--- src/rtl/fir_lpf_pkg.sv ---
// Shared types and constants for the time-multiplexed FIR low-pass filter:
// default coefficient set, FSM state encoding and the output saturation helper.
package fir_lpf_pkg;

    localparam int COEF_W_DEF    = 18;
    localparam int COEF_FRAC_DEF = 15;
    localparam int DEF_NTAPS     = 16;
    localparam int SAT_W         = 128;

    // Symmetric low-pass kernel, taps sum to 32768 for unity DC gain.
    localparam logic signed [COEF_W_DEF-1:0] DEF_COEFS [DEF_NTAPS] = '{
        -18'sd100, -18'sd200,   18'sd0,  18'sd800,
         18'sd2000, 18'sd3500, 18'sd4600, 18'sd5784,
         18'sd5784, 18'sd4600, 18'sd3500, 18'sd2000,
         18'sd800,   18'sd0,  -18'sd200, -18'sd100
    };

    typedef enum logic [1:0] {
        ST_IDLE  = 2'd0,
        ST_MAC   = 2'd1,
        ST_SCALE = 2'd2,
        ST_OUT   = 2'd3
    } fir_state_e;

    function automatic logic signed [SAT_W-1:0] saturate(
        input logic signed [SAT_W-1:0] i_val,
        input int                      i_width
    );
        logic signed [SAT_W-1:0] lim_hi;
        logic signed [SAT_W-1:0] lim_lo;
        logic signed [SAT_W-1:0] res;
        lim_hi = (SAT_W'(1) <<< (i_width - 1)) - SAT_W'(1);
        lim_lo = -lim_hi - SAT_W'(1);
        if (i_val > lim_hi) begin
            res = lim_hi;
        end else if (i_val < lim_lo) begin
            res = lim_lo;
        end else begin
            res = i_val;
        end
        return res;
    endfunction

endpackage

--- src/rtl/fir_mac_unit.sv ---
// Signed multiply-accumulate: the product is registered one cycle before it is
// added, so the caller issues each tap one cycle ahead of its accumulation.
module fir_mac_unit #(
    parameter int A_W   = 24,
    parameter int B_W   = 18,
    parameter int ACC_W = 46
) (
    input  logic                    clk,
    input  logic                    rst,
    input  logic                    i_clr,
    input  logic                    i_en,
    input  logic signed [A_W-1:0]   i_a,
    input  logic signed [B_W-1:0]   i_b,
    output logic signed [ACC_W-1:0] o_acc
);

    logic signed [A_W+B_W-1:0] r_prod;

    // Product pipeline register, loaded every cycle.
    always_ff @(posedge clk) begin
        if (rst) begin
            r_prod <= '0;
        end else begin
            r_prod <= i_a * i_b;
        end
    end

    // Accumulator; clear wins over enable so a new sample always starts from zero.
    always_ff @(posedge clk) begin
        if (rst) begin
            o_acc <= '0;
        end else if (i_clr) begin
            o_acc <= '0;
        end else if (i_en) begin
            o_acc <= o_acc + ACC_W'(r_prod);
        end else begin
            o_acc <= o_acc;
        end
    end

endmodule

--- src/rtl/fir_lpf_mac.sv ---
// Time-multiplexed FIR low-pass: one MAC walks a circular delay line per sample,
// then rounds, applies a gain shift and saturates; en=0 passes samples through.
module fir_lpf_mac
    import fir_lpf_pkg::*;
#(
    parameter int DATA_W    = 24,
    parameter int COEF_W    = COEF_W_DEF,
    parameter int COEF_FRAC = COEF_FRAC_DEF,
    parameter int NTAPS     = 16,
    parameter int GAIN_W    = 3
) (
    input  logic                     clk,
    input  logic                     rst,
    input  logic                     en,
    input  logic [GAIN_W-1:0]        gain,
    input  logic                     in_valid,
    output logic                     in_ready,
    input  logic signed [DATA_W-1:0] D_in,
    output logic                     out_valid,
    output logic signed [DATA_W-1:0] D_out
);

    localparam int PTR_W = $clog2(NTAPS);
    localparam int ACC_W = DATA_W + COEF_W + $clog2(NTAPS);
    localparam logic [PTR_W-1:0] LAST_TAP  = PTR_W'(NTAPS - 1);
    localparam logic [PTR_W:0]   NTAPS_EXT = (PTR_W + 1)'(NTAPS);
    localparam logic signed [ACC_W-1:0] RND = (ACC_W'(1)) << (COEF_FRAC - 1);

    fir_state_e                r_state;
    logic signed [DATA_W-1:0]  r_delay [NTAPS];
    logic [PTR_W-1:0]          r_wr_ptr;
    logic [PTR_W-1:0]          r_tap;
    logic signed [DATA_W-1:0]  r_sample;
    logic                      r_en;
    logic [GAIN_W-1:0]         r_gain;

    logic signed [COEF_W-1:0]  w_coef [NTAPS];
    logic [PTR_W:0]            w_tap_nx;
    logic [PTR_W:0]            w_ptr_ext;
    logic [PTR_W:0]            w_rd_full;
    logic [PTR_W-1:0]          w_rd_idx;
    logic signed [DATA_W-1:0]  w_mul_a;
    logic signed [COEF_W-1:0]  w_mul_b;
    logic                      w_acc_clr;
    logic                      w_acc_en;
    logic signed [ACC_W-1:0]   w_acc;
    logic signed [ACC_W-1:0]   w_round;
    logic signed [ACC_W-1:0]   w_shr;
    logic signed [SAT_W-1:0]   w_wide;
    logic signed [DATA_W-1:0]  w_scaled;

    // Taps beyond the default kernel length are zero.
    for (genvar g = 0; g < NTAPS; g++) begin : g_coef
        if (g < DEF_NTAPS) begin : g_def
            assign w_coef[g] = COEF_W'(DEF_COEFS[g]);
        end else begin : g_zero
            assign w_coef[g] = '0;
        end
    end

    // Operand select: tap 0 is issued from D_in at accept, tap k+1 during MAC cycle k.
    always_comb begin
        w_tap_nx  = {1'b0, r_tap} + {{PTR_W{1'b0}}, 1'b1};
        w_ptr_ext = {1'b0, r_wr_ptr};
        if (w_ptr_ext >= w_tap_nx) begin
            w_rd_full = w_ptr_ext - w_tap_nx;
        end else begin
            w_rd_full = w_ptr_ext + NTAPS_EXT - w_tap_nx;
        end
        w_rd_idx  = PTR_W'(w_rd_full);
        w_mul_a   = '0;
        w_mul_b   = '0;
        w_acc_clr = 1'b0;
        w_acc_en  = 1'b0;
        case (r_state)
            ST_IDLE: begin
                w_mul_a   = D_in;
                w_mul_b   = w_coef[0];
                w_acc_clr = in_valid;
            end
            ST_MAC: begin
                w_acc_en = 1'b1;
                if (r_tap != LAST_TAP) begin
                    w_mul_a = r_delay[w_rd_idx];
                    w_mul_b = w_coef[PTR_W'(w_tap_nx)];
                end else begin
                    w_mul_a = '0;
                    w_mul_b = '0;
                end
            end
            default: begin
                w_mul_a = '0;
                w_mul_b = '0;
            end
        endcase
    end

    fir_mac_unit #(
        .A_W   (DATA_W),
        .B_W   (COEF_W),
        .ACC_W (ACC_W)
    ) u_mac (
        .clk   (clk),
        .rst   (rst),
        .i_clr (w_acc_clr),
        .i_en  (w_acc_en),
        .i_a   (w_mul_a),
        .i_b   (w_mul_b),
        .o_acc (w_acc)
    );

    // Round half up, drop fraction, apply gain shift, clamp to the sample range.
    always_comb begin
        w_round  = w_acc + RND;
        w_shr    = w_round >>> COEF_FRAC;
        w_wide   = SAT_W'(w_shr) <<< r_gain;
        w_scaled = DATA_W'(saturate(w_wide, DATA_W));
    end

    // Sequencer, delay line and registered outputs.
    always_ff @(posedge clk) begin
        if (rst) begin
            r_state   <= ST_IDLE;
            r_wr_ptr  <= '0;
            r_tap     <= '0;
            r_sample  <= '0;
            r_en      <= 1'b0;
            r_gain    <= '0;
            in_ready  <= 1'b1;
            out_valid <= 1'b0;
            D_out     <= '0;
            for (int i = 0; i < NTAPS; i++) begin
                r_delay[i] <= '0;
            end
        end else begin
            out_valid <= 1'b0;
            case (r_state)
                ST_IDLE: begin
                    if (in_valid) begin
                        r_delay[r_wr_ptr] <= D_in;
                        r_sample          <= D_in;
                        r_en              <= en;
                        r_gain            <= gain;
                        r_tap             <= '0;
                        in_ready          <= 1'b0;
                        r_state           <= ST_MAC;
                    end
                end
                ST_MAC: begin
                    if (r_tap == LAST_TAP) begin
                        r_tap   <= '0;
                        r_state <= ST_SCALE;
                    end else begin
                        r_tap <= r_tap + PTR_W'(1);
                    end
                end
                ST_SCALE: begin
                    D_out     <= r_en ? w_scaled : r_sample;
                    out_valid <= 1'b1;
                    r_state   <= ST_OUT;
                end
                ST_OUT: begin
                    r_wr_ptr <= (r_wr_ptr == LAST_TAP) ? '0 : r_wr_ptr + PTR_W'(1);
                    in_ready <= 1'b1;
                    r_state  <= ST_IDLE;
                end
                default: begin
                    r_state  <= ST_IDLE;
                    in_ready <= 1'b1;
                end
            endcase
        end
    end

endmodule

--- config.mk ---
export PLATFORM = sky130hd
export DESIGN_NAME = fir_lpf_mac
export DESIGN_NICKNAME = d
export VERILOG_FILES = /design/src/rtl/fir_lpf_pkg.sv /design/src/rtl/fir_mac_unit.sv /design/src/rtl/fir_lpf_mac.sv
export SDC_FILE = /design/constraint.sdc
export NUM_CORES = 2
export LEC_CHECK = 0
export BUFFER_PORTS_ARGS = -buffer_cell sky130_fd_sc_hd__buf_2
export CORE_ASPECT_RATIO = 0.6
export CORE_UTILIZATION = 35
export DETAILED_ROUTE_END_ITERATION = 8
export MAX_ROUTING_LAYER = met4
export PLACE_DENSITY = 0.57
export SLEW_MARGIN = 20
export SYNTH_ARGS = -nofsm -noshare
export SYNTH_HDL_FRONTEND = slang
export SYNTH_SLANG_ARGS = --single-unit
--- constraint.sdc ---
create_clock -name clk -period 31.2 [get_ports clk]
set_input_delay 3.12 -clock clk [delete_from_list [all_inputs] [get_ports clk]]
set_output_delay 3.12 -clock clk [all_outputs]
set_load 0.01 [all_outputs]
---- Yosys cells after proc, flatten, opt, wreduce, memory -nomap -nowiden ----
Memories as Yosys holds them, arrays and structs flattened.
Cells that the tools add are included.
storage, ports and cells
  register bits ........................... 152
  bits in latches ......................... 0
  RAM bits ................................ 384
  ROM bits ................................ 288
  input port bits ......................... 31
  output and inout port bits .............. 26
  word-level logic and storage cells ...... 76
  memories ................................ 2
operators by class
  add/sub/neg operators ................... 8
  $mul .................................... 1
  div/mod/pow operators ................... 0
  $lt $le $gt $ge ......................... 4
  eq/ne operators ......................... 8
  shift operators ......................... 1
  mux-type cells .......................... 31
  bitwise operators ....................... 1
  reduce and logical (&&, ||, !) cells .... 9
memory list
  name             words  bits a word  read ports  clocked after Yosys merged registers in  wr ports  line               source
  r_delay          16     24           1           0                                        16        fir_lpf_mac.sv:30  logic signed [DATA_W-1:0] r_delay [NTAPS];
  (no name shown)  16     18           1           0                                        0         fir_lpf_mac.sv:85  w_mul_b = w_coef[PTR_W'(w_tap_nx)];
operators with widths
  cell                                                       count
  > comparator 128 x 24 -> 1 bit (second input constant)     1
  < comparator 128 x 24 -> 1 bit (second input constant)     1
  <<< shifter 31 x 3 -> 128 bit                              1
  two-way mux 24 bit                                         5
  two-way mux 18 bit                                         3
  one-hot mux 24 bit (2 select lines)                        1
  adder 46 x 16 -> 46 bit (second input constant)            1
  adder 46 x 42 -> 46 bit                                    1
  multiplier 24 x 18 -> 42 bit                               1
  one-hot mux 18 bit (2 select lines)                        1
  OR reduction 24 bit                                        1
  two-way mux 4 bit                                          5
  adder 4 x 1 -> 4 bit (second input constant)               3
  two-way mux 1 bit                                          11
  equality test 4 bit (second input constant)                2
  one-hot mux 2 bit (4 select lines)                         1
  one-hot mux 4 bit (2 select lines)                         1
  AND reduction 2 bit                                        4
  subtractor 4 bit                                           2
  adder 4 x 1 -> 5 bit (second input constant)               1
  greater-or-equal comparator 4 x 5 -> 1 bit                 1
  greater-or-equal comparator 5 bit (second input constant)  1
  inverter 4 -> 5 bit                                        1
  equality test 2 bit (second input constant)                2
  other kinds (8)                                            11

---- Logic depth before layout (Yosys ltp) ----
  depth in word-level cells ............... 8
  depth in mapped cells ................... 40
  mapped depth without buffers ............ 34

---- Cells and area by module ----
Synthesis repeated with hierarchy kept, for this count alone.
unflattened totals
  cell total of the unflattened synthesis .. 4324
  area, all modules ....................... 43949.7 µm²
by module, submodules not included
  module        instances  cells each  area each (µm²)  seq. area each (µm²)
  fir_lpf_mac   1          1911        23095.9          12812.3
  fir_mac_unit  1          2413        20853.8          1761.7

---- Worst setup path before layout ----
Ideal clock, no wire load.
  path kind ............................... register -> register
  start point ............................. register r_tap[0]
  end point ............................... register u_mac.r_prod[40]
  library setup time ...................... 0.128 ns
  data arrival time ....................... 10.185 ns
  required time ........................... 31.072 ns
  path slack .............................. 20.887 ns
  stages on the path, launching flop included .. 36
  path buffers ............................ 6
  clock period less this slack ............ 10.313 ns
  cells stage by stage .................... dfxtp_1 -> clkbuf_1 -> inv_1 -> ha_1 -> clkbuf_1 -> xnor2_1 -> ha_1 -> clkbuf_1 -> buf_1 -> buf_1 -> mux4_2 -> nand2_1 -> nand3b_1 -> a32oi_1 -> clkbuf_1 -> nor2b_1 -> fa_1 -> fa_1 -> fa_1 -> fa_1 -> fa_1 -> inv_1 -> fa_1 -> inv_1 -> ha_1 -> and3_1 -> a221o_1 -> a221o_1 -> a21o_1 -> a2111oi_0 -> o31ai_1 -> o31ai_1 -> a21boi_0 -> o21ai_0 -> xor2_1 -> nor2_1
on the way
  longest elaborated chain between the ends .. 8
  elaborated cells on any way between the ends .. 16
  classes of those cells .................. add/sub (3); mul (1); order compare (1); eq/ne (1); mux (7); bitwise (1); memory (2)
ends and longest elaborated chain
  element                                                       line                source
  from (decl)                                                   fir_lpf_mac.sv:32   logic [PTR_W-1:0] r_tap;
  from (signal assigned)                                        fir_lpf_mac.sv:154  r_tap <= r_tap + PTR_W'(1);
  branches (longest 7 deep; another with memory (16 x 24 bit))  --
  multiplier 24 x 18 -> 42 bit (*)                              fir_mac_unit.sv:24  r_prod <= i_a * i_b;
  to (signal assigned)                                          fir_mac_unit.sv:24
  to (decl)                                                     fir_mac_unit.sv:17  logic signed [A_W+B_W-1:0] r_prod;
Every way passes the cells marked *. The select of a mux whose other input is x is not followed.
A chain may end at the register's enable or synchronous reset.

---- Worst setup path after layout ----
  start point ............................. register r_tap[0]
  end point ............................... register u_mac.r_prod[41]
The elaborated chain is that of the path after synthesis.

==> impl_summary.log <==
[metrics] delay of the slowest critical-path stage: 940 ps
[metrics] overflow left after global routing: 0
[metrics] overall die area: 121,000 µm²
[metrics] Levels on crit path: 33
[metrics] DP Wirelength: slightly below 90 mm
[metrics] number of distinct library cell variants in the gate-level netlist after synthesis: 85
[metrics] register cell area after layout: between 10,000 and 15,000 µm²
[metrics] count of pins over their slew limit: 0
[metrics] CP Max Fanout: 43
[metrics] worst-case hold slack: around 460 ps
[metrics] maximum clock insertion buffer count: 3
[metrics] unrepaired setup endpoints after global routing: false
[metrics] GRT Total Usage: between 20% and 30%
[metrics] initial antenna violation count: 4
[metrics] crit end category: register
[metrics] wire length of the first global-routing pass: between 150 and 200 mm
[metrics] PostCTS Resize Cnt: 0
[metrics] transition at the pin with the smallest max-transition slack: about 1100 ps
[metrics] Post-Route Skew: between 50 and 60 ps
[metrics] kind of launch point of the worst setup path: register
[metrics] depth of the worst register-to-register path: 33
[metrics] average wire per standard cell: approximately 22 µm
[metrics] Mean Syn Cell Area: approximately 10 µm²
[metrics] I/O pin total: 57
[metrics] share of final-layout standard cells stronger than drive strength 1: roughly 13%
[metrics] first-pass detailed-route iteration total: 5
[metrics] final hold viol count: 0
[metrics] cell chosen for the clock root: clkbuf_16
[metrics] top-count cell post-synth: inv_1
[metrics] Layout area overhead: 9.49%
[metrics] fraction of synthesis flops using an asynchronous set or reset pin: 0%
[metrics] placeable core region: about 120,000 µm²
[metrics] detailed-route via count: between 20,000 and 30,000
[metrics] number of nets in the synthesized netlist: about 4,600
[metrics] total wirelength of the detailed-routed design: 123 mm
[metrics] TritonCTS Buffers: 54
[metrics] final period demand of the worst path: roughly 12,000 ps
[metrics] Row Count: 97
[metrics] slowest CP cell: a221oi_1
[metrics] Nets: 4,554
[metrics] total of max-cap violations: 0
[metrics] final worst path period share: about two fifths
[metrics] count of warnings emitted by yosys: 0
[metrics] residual DRC count: 0
[metrics] Post-CTS Repair Setup Buffers: 0
[metrics] most frequently used flop master after synthesis: edfxtp_1
[metrics] synthesized cell area: around 42,000 µm²
[metrics] beginning of the worst hold path: D_out[4]$_SDFFE_PP0P_
[metrics] die outline width: roughly 450 µm
[metrics] Reg2Reg Setup Slack: 19,080 ps
[metrics] largest net degree at the start of global routing: about 60
[metrics] Initial Util: about 36%
[metrics] Post-Synthesis Cells: between 4,000 and 5,000
[metrics] count of H-tree levels built during CTS: 2
[metrics] fill count: 11,500
[metrics] Crit Path Class: register to register
[metrics] via/cell ratio: 5.27
[metrics] Worst Path Required: ~32,000 ps
[metrics] Port Buffer Count: 56
[metrics] endpoint of the most critical register-to-register path: u_mac.r_prod[41]$_SDFF_PP0_
[metrics] EDFF count, synth: between 300 and 400
[metrics] end point of the most critical hold path: D_out[4]$_SDFFE_PP0P_
[metrics] cell depth of the worst min-delay path: 1
[metrics] highest attainable clock frequency: between 80 and 90 MHz
[metrics] Arr. time, crit path: around 13,000 ps
[metrics] post-route setup TNS: 0 ps
[metrics] vias in the first global route: just under 30,000
[metrics] cell seen most often among critical-path stages: fa_1
[metrics] vertical extent of the die: approximately 270 µm
[metrics] cell type with the highest aggregate area in the netlist: edfxtp_1
[metrics] CTS clk-pin slew, worst paths: approximately 60 ps
[metrics] cell types with the largest area share after synthesis: edfxtp_1, fa_1, dfxtp_1, and2_1, ha_1
[metrics] reg-to-reg startpoint: r_tap[0]$_SDFFE_PP0P_
[metrics] family with the most delay on the worst path: adder cells
[metrics] utilization after layout: around two fifths
[metrics] class of the tightest hold or removal check: register to register
[metrics] commonest cells in the netlist: inv_1, and2_1, edfxtp_1
[metrics] footprint of the multi-input gates: 24,600 µm²
[metrics] PnR worst setup slack: 19,080 ps
[metrics] portion of the post-synthesis area used by sequential elements: between 30% and 40%
[metrics] count of nets left with antenna violations after detail routing: 0
[metrics] number of DRC markers after the initial detailed-route iteration: 3,022
[metrics] worst-skew pair later-pin latency: between 600 and 700 ps
[metrics] post-synthesis sequential element count: 532
[metrics] clk sink count: 532
[metrics] CTS tree: yes
[metrics] worst path buffer plus inverter count: 8
[metrics] Setup-failing EPs final: 0
[metrics] pre-CTS WS: around 19,000 ps
[metrics] final estimated routing congestion in global placement: 0.893
[metrics] Yosys top cell area share: ~28%
[metrics] status: finished clean
[metrics] Max-Slew Margin vs Limit: around 29%
[metrics] hold bufs inserted after CTS: 0
## logic make-up (layout without fill, tap and decap cells)
group,count (synthesis),count (layout),synth area share (%)
xor+xnor,88,88,1.85
mux,150,150,6.54
compound gates,568,568,9.17
other cells,0,1,0
buf+inv,740,749,6.80
flops,532,532,34.8
fa+ha+maj,556,556,23.3
simple gates,1368,1368,17.6
## layer usage
metal	part of all wire [%]	vias up	GRT usage (%)
met5	0	-	-
met4	1.2	0	2.92
met3	11	106	6.39
met2	37	1148	26.9
met1	50	14800	33.7
li1	-	13400	-
## stage by stage
stage	instances	area, µm²
3_3_place_gp	5498	43900
3_5_place_dp	5498	43900
6_report	5596	45600
5_1_grt	5595	45600
2_1_floorplan	4002	41700
4_1_cts	5595	45600
## registers in the layout, indices dropped and copies added, names as in the netlist
register / flops
D_out: 24
in_ready: 1
out_valid: 1
r_delay: 384
r_en: 1
r_gain: 3
r_sample: 24
r_state: 2
r_tap: 4
r_wr_ptr: 4
u_mac.o_acc: 44
u_mac.r_prod: 40
## area by class of cell
class,instances,share of cell area [%]
antenna,1,0.00548
clock buffer,67,3.20
clock inverter,30,0.576
inverter,501,4.12
multi-input combinational,2730,53.8
sequential,532,31.8
tap,1584,4.34
timing repair buffer,151,2.18
## cells in the final DEF, fill, tap and decap left out, types with 95 or more instances in the layout
master,netlist,layout
and2_1,401,401
dfxtp_1,148,147
o21ai_0,108,96
or2_2,122,122
nand2_1,230,229
mux4_2,97,97
inv_1,498,498
fa_1,367,367
buf_4,6,95
a21oi_1,142,135
edfxtp_1,384,384
ha_1,186,182
nor2_1,272,271
## how the worst max path moves through the flow
stage	startpoint	endpoint
after floorplan	r_tap[0]$_SDFFE_PP0P_	u_mac.r_prod[40]$_SDFF_PP0_
after global placement	r_tap[0]$_SDFFE_PP0P_	u_mac.r_prod[41]$_SDFF_PP0_
after detailed placement	r_tap[0]$_SDFFE_PP0P_	u_mac.r_prod[41]$_SDFF_PP0_
after CTS	r_tap[0]$_SDFFE_PP0P_	u_mac.r_prod[41]$_SDFF_PP0_
after global routing	r_tap[0]$_SDFFE_PP0P_	u_mac.r_prod[41]$_SDFF_PP0_
final	r_tap[0]$_SDFFE_PP0P_	u_mac.r_prod[41]$_SDFF_PP0_
Power is not shown: default switching activity piles up to over one toggle a cycle in this logic, so the estimate is an artifact.
